### src/rtl/int_ctrl_pkg.sv
// Shared encodings for the interrupt controller: trigger modes, FSM states,
// status word layout and the vector address format.
package int_ctrl_pkg;

    localparam int NUM_IRQ     = 8;
    localparam int SYNC_STAGES = 2;
    localparam int ID_W        = 3;

    localparam logic [1:0] TRIG_LVL_HI = 2'b00;
    localparam logic [1:0] TRIG_LVL_LO = 2'b01;
    localparam logic [1:0] TRIG_RISE   = 2'b10;
    localparam logic [1:0] TRIG_FALL   = 2'b11;

    typedef enum logic [1:0] {
        ST_IDLE    = 2'd0,
        ST_REQ     = 2'd1,
        ST_SERVICE = 2'd2
    } state_e;

    localparam int STAT_PEND_LSB = 0;
    localparam int STAT_ID_LSB   = 8;
    localparam int STAT_INSVC    = 11;
    localparam int STAT_REQ      = 12;

    function automatic logic [15:0] vec_addr(input logic [7:0] base, input logic [ID_W-1:0] id);
        return {base, 3'b000, id, 2'b00};
    endfunction

endpackage

### src/rtl/irq_sync_edge.sv
// One interrupt line: synchroniser chain, previous-value flop, and trigger
// decode. hit_o is the edge event in edge modes or the live condition in level modes.
module irq_sync_edge
    import int_ctrl_pkg::*;
#(
    parameter int STAGES = SYNC_STAGES
) (
    input  logic       clock_i,
    input  logic       reset_i,
    input  logic       irq_i,
    input  logic [1:0] trig_i,
    output logic       hit_o,
    output logic       lvl_o
);

    logic [STAGES-1:0] sync_q;
    logic              prev_q;
    logic              s;

    assign s = sync_q[STAGES-1];

    // prev_q resets low so a line held high through reset yields one rising event
    always_ff @(posedge clock_i) begin
        if (reset_i) begin
            sync_q <= '0;
            prev_q <= 1'b0;
        end else begin
            sync_q <= {sync_q[STAGES-2:0], irq_i};
            prev_q <= s;
        end
    end

    always_comb begin
        hit_o = 1'b0;
        case (trig_i)
            TRIG_LVL_HI: hit_o = s;
            TRIG_LVL_LO: hit_o = ~s;
            TRIG_RISE:   hit_o = s & ~prev_q;
            TRIG_FALL:   hit_o = ~s & prev_q;
            default:     hit_o = 1'b0;
        endcase
    end

    assign lvl_o = ~trig_i[1];

endmodule

### src/rtl/int_ctrl.sv
// Prioritised interrupt controller: pending capture, fixed priority (line 0 highest),
// IDLE/REQ/SERVICE handshake with the CPU, and a status word for the SFR window.
module int_ctrl
    import int_ctrl_pkg::*;
(
    input  logic        clock_i,
    input  logic        reset_i,
    input  logic [7:0]  irq_i,
    input  logic [7:0]  ctl_reg_i,
    input  logic [7:0]  mask_reg_i,
    input  logic [15:0] trig_reg_i,
    input  logic [7:0]  vec_base_i,
    input  logic [7:0]  pend_clr_i,
    input  logic        int_ack_i,
    input  logic        reti_i,
    output logic        int_req_o,
    output logic [15:0] int_addr_o,
    output logic [15:0] status_o
);

    logic [NUM_IRQ-1:0] hit;
    logic [NUM_IRQ-1:0] lvl;
    logic [NUM_IRQ-1:0] pend_q;
    logic [NUM_IRQ-1:0] pend_d;
    logic [NUM_IRQ-1:0] elig;
    logic               cand_vld;
    logic [ID_W-1:0]    cand_id;
    logic               ack_clr;
    state_e             state_q;
    logic [ID_W-1:0]    id_q;
    logic               int_req_q;
    logic               svc_q;

    for (genvar g = 0; g < NUM_IRQ; g++) begin : g_line
        irq_sync_edge #(.STAGES(SYNC_STAGES)) u_sync (
            .clock_i (clock_i),
            .reset_i (reset_i),
            .irq_i   (irq_i[g]),
            .trig_i  (trig_reg_i[2*g+1:2*g]),
            .hit_o   (hit[g]),
            .lvl_o   (lvl[g])
        );
    end

    assign ack_clr = (state_q == ST_REQ) && int_ack_i;

    // A new event wins over any clear landing in the same cycle
    always_comb begin
        pend_d = '0;
        for (int n = 0; n < NUM_IRQ; n++) begin
            if (lvl[n]) begin
                pend_d[n] = hit[n];
            end else begin
                pend_d[n] = hit[n] | (pend_q[n] & ~pend_clr_i[n]
                                      & ~(ack_clr && (id_q == n[ID_W-1:0])));
            end
        end
    end

    always_ff @(posedge clock_i) begin
        if (reset_i) begin
            pend_q <= '0;
        end else begin
            pend_q <= pend_d;
        end
    end

    assign elig = pend_q & mask_reg_i & {NUM_IRQ{ctl_reg_i[0]}};

    always_comb begin
        cand_vld = 1'b0;
        cand_id  = '0;
        for (int i = NUM_IRQ - 1; i >= 0; i--) begin
            if (elig[i]) begin
                cand_vld = 1'b1;
                cand_id  = i[ID_W-1:0];
            end
        end
    end

    always_ff @(posedge clock_i) begin
        if (reset_i) begin
            state_q   <= ST_IDLE;
            id_q      <= '0;
            int_req_q <= 1'b0;
            svc_q     <= 1'b0;
        end else begin
            case (state_q)
                ST_IDLE: begin
                    if (cand_vld) begin
                        state_q   <= ST_REQ;
                        id_q      <= cand_id;
                        int_req_q <= 1'b1;
                    end
                end
                ST_REQ: begin
                    if (int_ack_i) begin
                        state_q   <= ST_SERVICE;
                        int_req_q <= 1'b0;
                        svc_q     <= 1'b1;
                    end else if (!cand_vld) begin
                        state_q   <= ST_IDLE;
                        int_req_q <= 1'b0;
                    end else begin
                        id_q      <= cand_id;
                    end
                end
                ST_SERVICE: begin
                    if (reti_i) begin
                        state_q <= ST_IDLE;
                        svc_q   <= 1'b0;
                    end
                end
                default: begin
                    state_q   <= ST_IDLE;
                    int_req_q <= 1'b0;
                    svc_q     <= 1'b0;
                end
            endcase
        end
    end

    assign int_req_o  = int_req_q;
    assign int_addr_o = vec_addr(vec_base_i, id_q);

    always_comb begin
        status_o                                 = '0;
        status_o[STAT_PEND_LSB +: NUM_IRQ]       = pend_q;
        status_o[STAT_ID_LSB +: ID_W]            = id_q;
        status_o[STAT_INSVC]                     = svc_q;
        status_o[STAT_REQ]                       = int_req_q;
    end

endmodule

### config.mk
export PLATFORM = sky130hd
export DESIGN_NAME = int_ctrl
export DESIGN_NICKNAME = d
export VERILOG_FILES = /design/src/rtl/int_ctrl_pkg.sv /design/src/rtl/irq_sync_edge.sv /design/src/rtl/int_ctrl.sv
export SDC_FILE = /design/constraint.sdc
export NUM_CORES = 1
export LEC_CHECK = 0
export ABC_AREA = 1
export ABC_CLOCK_PERIOD_IN_PS = 1600
export CORE_AREA = 2 2 92 76
export CTS_BUF_LIST = sky130_fd_sc_hd__clkbuf_8
export DETAILED_ROUTE_END_ITERATION = 10
export DIE_AREA = 0 0 94 78
export MAX_ROUTING_LAYER = met4
export PLACE_DENSITY_LB_ADDON = 0.2
export SYNTH_ARGS = -nofsm -noshare
export SYNTH_HDL_FRONTEND = slang
export SYNTH_SLANG_ARGS = --single-unit
export TNS_END_PERCENT = 10
### constraint.sdc
create_clock -name clock_i -period 1.6 [get_ports clock_i]
set_clock_uncertainty 0.1 [all_clocks]
set_input_delay 0.32 -clock clock_i [delete_from_list [all_inputs] [get_ports clock_i]]
set_output_delay 0.32 -clock clock_i [all_outputs]
set_load 0.05 [all_outputs]
==> results.md, run 1 <==
- Status: finished, final reports clean
- Final period utilization: 0.955
- Clock Sinks: 39
- # DRC: 0
- Syn Inst Count: 238
- Port bufs: 61
- RSZ-0062 raised after global routing: no
- Critical path data arrival time: 1610 ps
- Critical-path maximum fanout: 7
- Main synth FF type: dfxtp_1
- Post-synthesis register bit count: 39
- Hold WC Path Type: flop to flop
- Routability cong.: 0.774
- Synth cell count leaders: inv_1 (40), nor2_1 (40), dfxtp_1 (39), buf_4 (21), nand2_1 (19)
- Final-stage net count: 358
- Num CTS Buffers: 5
- Hold slack final: 301 ps
- Antenna diodes: 0
- H-tree depth: 2
- Sequential share of the synthesized area: 0.416
- Worst VDD drop: 0.377 mV
- EDFF count, synth: 0
- Routed vias: 1,605
- Max_cap viols: 0
- Gr usage total: 0.126
- Setup TNS: 0 ps
- CTS tree: built
- Post-CTS Hold Buffers: 0
- Yosys top cell by area: dfxtp_1
- Final Slew Violations: 0
- Die Area: 7330 um^2
- WP data required: 1680 ps
- Largest net degree at the start of global routing: 20
- Chip Width: 94 um
- Fraction of registers with async set/reset: 0
- Core Box Area: 6340 um^2
- Synthesized area: 1880 um^2
- Overflow after GRT: 0
- Endpoint class of the critical path: flop
- Synth warn: 0
- Critical path type: primary input to flop
- Tmin final: 1530 ps
- Share of cells above drive strength 1: 0.214
- CP startpoint kind: primary input
- Initial core utilization: 0.296
- Setup bufs post-CTS: 0
- Fmax: 0.654 GHz
- Clock transition at the registers of the reported paths: 70 ps
- P_leak: 1.21 nW
- Rows: 26
- Cell variety after synth: 33
- First-pass GRT wire length: 7010 um
- Initial antenna violation count: 0
- Area grow syn2layout: 49.8%
- # setup viols final: 0
- Post-synth top area share: 0.416
- Mean Syn Cell Area: 7.89 um^2
- Max Root-Sink Buffers: 2
- Final Hold Viols: 0
- Die Ht: 78 um
- Post-cts resize count: 0
- HPWL after detailed placement: 3380 um
- Later-pin clock latency in the skew report: 290 ps
- Vias in the first global route: 1,532
- Final ANT Viol Nets: 0
- Synth area leaders: dfxtp_1 (42%), buf_4 (8.4%), inv_1 (8.0%), nor2_1 (8.0%), nand2_1 (3.8%)
- Per-cell routed wire length: 10.9 um
- CTS Root Cell: clkbuf_8
- Final WL: 4180 um
- Top Ports: 93
- Pwr Density: 884 nW/um^2
- Vias/cell: 4.19
- Drt pass-1 iters: 4
- DRT iter0 DRCs: 60
[registers in the layout, indices dropped and copies added (netlist names)]
name / count
int_req_o: 1
g_line.u_sync.prev_q: 8
id_q: 3
pend_q: 8
state_q: 2
g_line.u_sync.sync_q: 16
svc_q: 1
[logic make-up after synthesis]
logic type,Yosys count,synth area share
and+or+nand+nor,96,0.268
other,1,0.00200
AOI/OAI and AO/OA,31,0.123
DFF,39,0.416
buffers and inverters,71,0.191
[power by group]
group / internal [mW] / switching (mW)
Clock: 0.392 / 0.344
Sequential: 1.02 / 0.0543
Combinational: 0.324 / 0.348
Total: 1.74 / 0.746
[layout make-up]
type,count,area [um^2]
clock inverter,1,7.51
timing repair buffer,74,893
inverter,43,164
fill,649,3530
sequential,39,782
tap,84,105
clock buffer,7,96.3
multi-input combinational,135,766
[placed cells by master, fill, tap and decap left out, drive strengths merged]
cell type      netlist  layout
clkdlybuf4s50        0      43
inv                 43      43
nor2                42      42
dfxtp               39      39
buf                 24      30
nand2               27      27
nand3               13      13
a211o                8       8
o211ai               8       8
conb                 1       8
clkbuf               4       7
a31oi                5       5
nor3                 5       5
nand4                4       4
nor4                 4       4
a21oi                4       4
o21ai                4       4
o21a                 1       1
o21bai               1       1
nand3b               1       1
clkinvlp             0       1
dlymetal6s2s         0       1
[final timing paths]
kind         cells past startpoint                          to                  startpoint  slack [ps]
max                              7                   pend_q[2]                   int_ack_i          70
min                              2  g_line[3].u_sync.sync_q[1]  g_line[3].u_sync.sync_q[0]         300
max reg2reg                      6                   pend_q[2]                  state_q[0]         150
min reg2reg                      2  g_line[3].u_sync.sync_q[1]  g_line[3].u_sync.sync_q[0]         300
[per-layer routing]
layer | vias up | global-route usage | part of all wire
met5 | - | - | 0
met4 | 0 | 0.0348 | 0.011
met3 | 7 | 0.0505 | 0.069
met2 | 48 | 0.189 | 0.46
met1 | 703 | 0.158 | 0.46
li1 | 847 | - | -
[worst max-delay path, stage by stage]
cell             delay [ps]
clkdlybuf4s50_1         490
nand3_2                 160
nor4_1                  310
buf_4                   170
nor3_1                   40
nor2_1                   80
nor2_1                   40
[per-stage QoR]
step                      area, um^2  setup WS [ps]  instances  total power, mW   util
final                           2810           71.6        383             2.49  0.444
after global routing            2810           7.75        383             2.61  0.444
after CTS                       2810           57.0        383             2.53  0.443
after detailed placement        2710           -256        375             1.78  0.427
after global placement          2710           -295        375             1.77  0.427
after floorplan                 1910           51.4        245             1.51      -
No activity file was read; power rests on OpenSTA's default activity.
==> inputs of run 2 (changes only) <==
--- a/config.mk
+++ b/config.mk
@@ -7,12 +7,12 @@
 export LEC_CHECK = 0
 export ABC_AREA = 1
 export ABC_CLOCK_PERIOD_IN_PS = 1600
-export CORE_AREA = 2 2 92 76
+export CORE_AREA = 2 2 79 66
 export CTS_BUF_LIST = sky130_fd_sc_hd__clkbuf_8
 export DETAILED_ROUTE_END_ITERATION = 10
-export DIE_AREA = 0 0 94 78
+export DIE_AREA = 0 0 81 68
 export MAX_ROUTING_LAYER = met4
-export PLACE_DENSITY_LB_ADDON = 0.2
+export PLACE_DENSITY = 0.82
 export SYNTH_ARGS = -nofsm -noshare
 export SYNTH_HDL_FRONTEND = slang
 export SYNTH_SLANG_ARGS = --single-unit
==> run 2 against run 1 <==
  * Fmax rose by 0.61%
  * Die area decreased by 25%
  * Sequential share of layout area rose by 0.24 points
  * Critical endpoint is now id_q[0]
  * Routed wire length is 2.2% lower
  * Largest power group unchanged
==> results.md, run 2 (synthesized netlist as in run 1, its figures left out) <==
- CTS Root Cell: clkbuf_8
- Met1 WL: 1680 um
- Most common cell after layout, fill and taps aside: clkdlybuf4s50_1
- Max Root-Sink Buffers: 2
- # DRC: 0
- Final period utilization: 0.949
- Chip Width: 81 um
- Later-pin clock latency in the skew report: 290 ps
- Setup WS pre-CTS: -225 ps
- CP startpoint kind: primary input
- Max_cap viols: 0
- Dpl cells: 350
- Routed vias: 1,640
- Final setup margin: 80.9 ps
- WP data required: 1680 ps
- Hold WC Path Type: flop to flop
- Largest Register: g_line.u_sync.sync_q
- Final Util: 0.584
- Final-stage net count: 355
- Worst VDD drop: 0.846 mV
- Endpoint class of the critical path: flop
- Top Ports: 93
- Initial core utilization: 0.393
- HPWL after detailed placement: 3240 um
- Vias in the first global route: 1,582
- Antenna diodes: 0
- Final Slew Violations: 0
- Pwr Total: 2.69 mW
- Overflow after GRT: 0
- Rows: 23
- Critical-path maximum fanout: 9
- Die Ht: 68 um
- Area grow syn2layout: 48.6%
- Max reg flops: 16
- Largest net degree at the start of global routing: 19
- H-tree depth: 2
- Die Area: 5510 um^2
- Post-cts resize count: 0
- Core Box Area: 4780 um^2
- DRT iter0 DRCs: 43
- Critical path data arrival time: 1600 ps
- Post-CTS Hold Buffers: 0
- Routability cong.: 0.809
- Share of cells above drive strength 1: 0.203
- Regs by FF count: g_line.u_sync.sync_q: 16 flops, g_line.u_sync.prev_q: 8 flops, pend_q: 8 flops
- Uppermost layer routed: met4
- # setup viols final: 0
- Tmin final: 1520 ps
- CTS tree: built
- Met3 WL post-DR: 308 um
- Critical path type: primary input to flop
- Port bufs: 61
- Clock transition at the registers of the reported paths: 70 ps
- Final WL: 4090 um
- Fmax: 0.658 GHz
- Final Hold Viols: 0
- Clock Sinks: 39
- Drt pass-1 iters: 5
- Setup TNS: 0 ps
- First-pass GRT wire length: 6640 um
- Status: finished, final reports clean
- Num CTS Buffers: 5
- Routed length on met2: 2030 um
- Most frequent cells in the layout: clkdlybuf4s50_1 (44), inv_1 (41), nor2_1 (40)
- Final non-filler cell total: 358
- P_leak: 1.21 nW
- Per-cell routed wire length: 11.4 um
- Initial antenna violation count: 0
- Setup bufs post-CTS: 0
- Pwr Density: 965 nW/um^2
- Vias/cell: 4.58
- R2r setup slk: 190 ps
- Final ANT Viol Nets: 0
- RSZ-0062 raised after global routing: no
- Gr usage total: 0.162
## run 2: worst paths after layout
kind                              start                          to  depth (start not counted)
min reg2reg  g_line[1].u_sync.sync_q[0]  g_line[1].u_sync.sync_q[1]                          2
max                        ctl_reg_i[0]                     id_q[0]                         10
max reg2reg                  state_q[0]                   pend_q[4]                          6
min          g_line[1].u_sync.sync_q[0]  g_line[1].u_sync.sync_q[1]                          2
## run 2: cell type report
| type | count | area, um^2 |
|---|---|---|
| Timing Repair Buffer | 71 | 868 |
| Sequential cell | 39 | 782 |
| Clock inverter | 3 | 63.8 |
| Inverter | 43 | 164 |
| Multi-Input combinational cell | 135 | 766 |
| Fill cell | 431 | 1990 |
| Clock buffer | 5 | 68.8 |
| Tap cell | 62 | 77.6 |
## run 2: worst max-delay path, cell delays in order
cell	delay, ps
clkdlybuf4s50_1	450
buf_12	170
nand3_1	80
nand2_2	80
nor2_4	120
nand2_4	80
nand2_4	90
inv_4	50
o21ai_2	120
a21oi_2	40
## run 2: power by group
group,internal (mW),total (mW),switching [mW],leakage (nW)
registers,1.02,1.09,0.0608,0.321
logic,0.317,0.654,0.338,0.817
clock network,0.617,0.952,0.335,0.0695
## run 2: metrics by stage
stage	hold WS, ps	cell area, um^2
after CTS	303	2790
after floorplan	288	1910
after detailed placement	293	2660
after global placement	289	2660
final	302	2790
after global routing	317	2790
## run 2: layer usage
metal,global-route usage,vias to the layer above
met5,-,-
met4,0.0699,0
met3,0.0515,10
met2,0.284,52
met1,0.169,733
li1,-,845
==> inputs of run 3 (changes only) <==
--- a/config.mk
+++ b/config.mk
@@ -7,6 +7,7 @@
 export LEC_CHECK = 0
 export ABC_AREA = 1
 export ABC_CLOCK_PERIOD_IN_PS = 1600
+export CAP_MARGIN = 20
 export CORE_AREA = 2 2 79 66
 export CTS_BUF_LIST = sky130_fd_sc_hd__clkbuf_8
 export DETAILED_ROUTE_END_ITERATION = 10
==> results of run 3 <==
Final layout, timing and power as in run 2 (identical DEF).
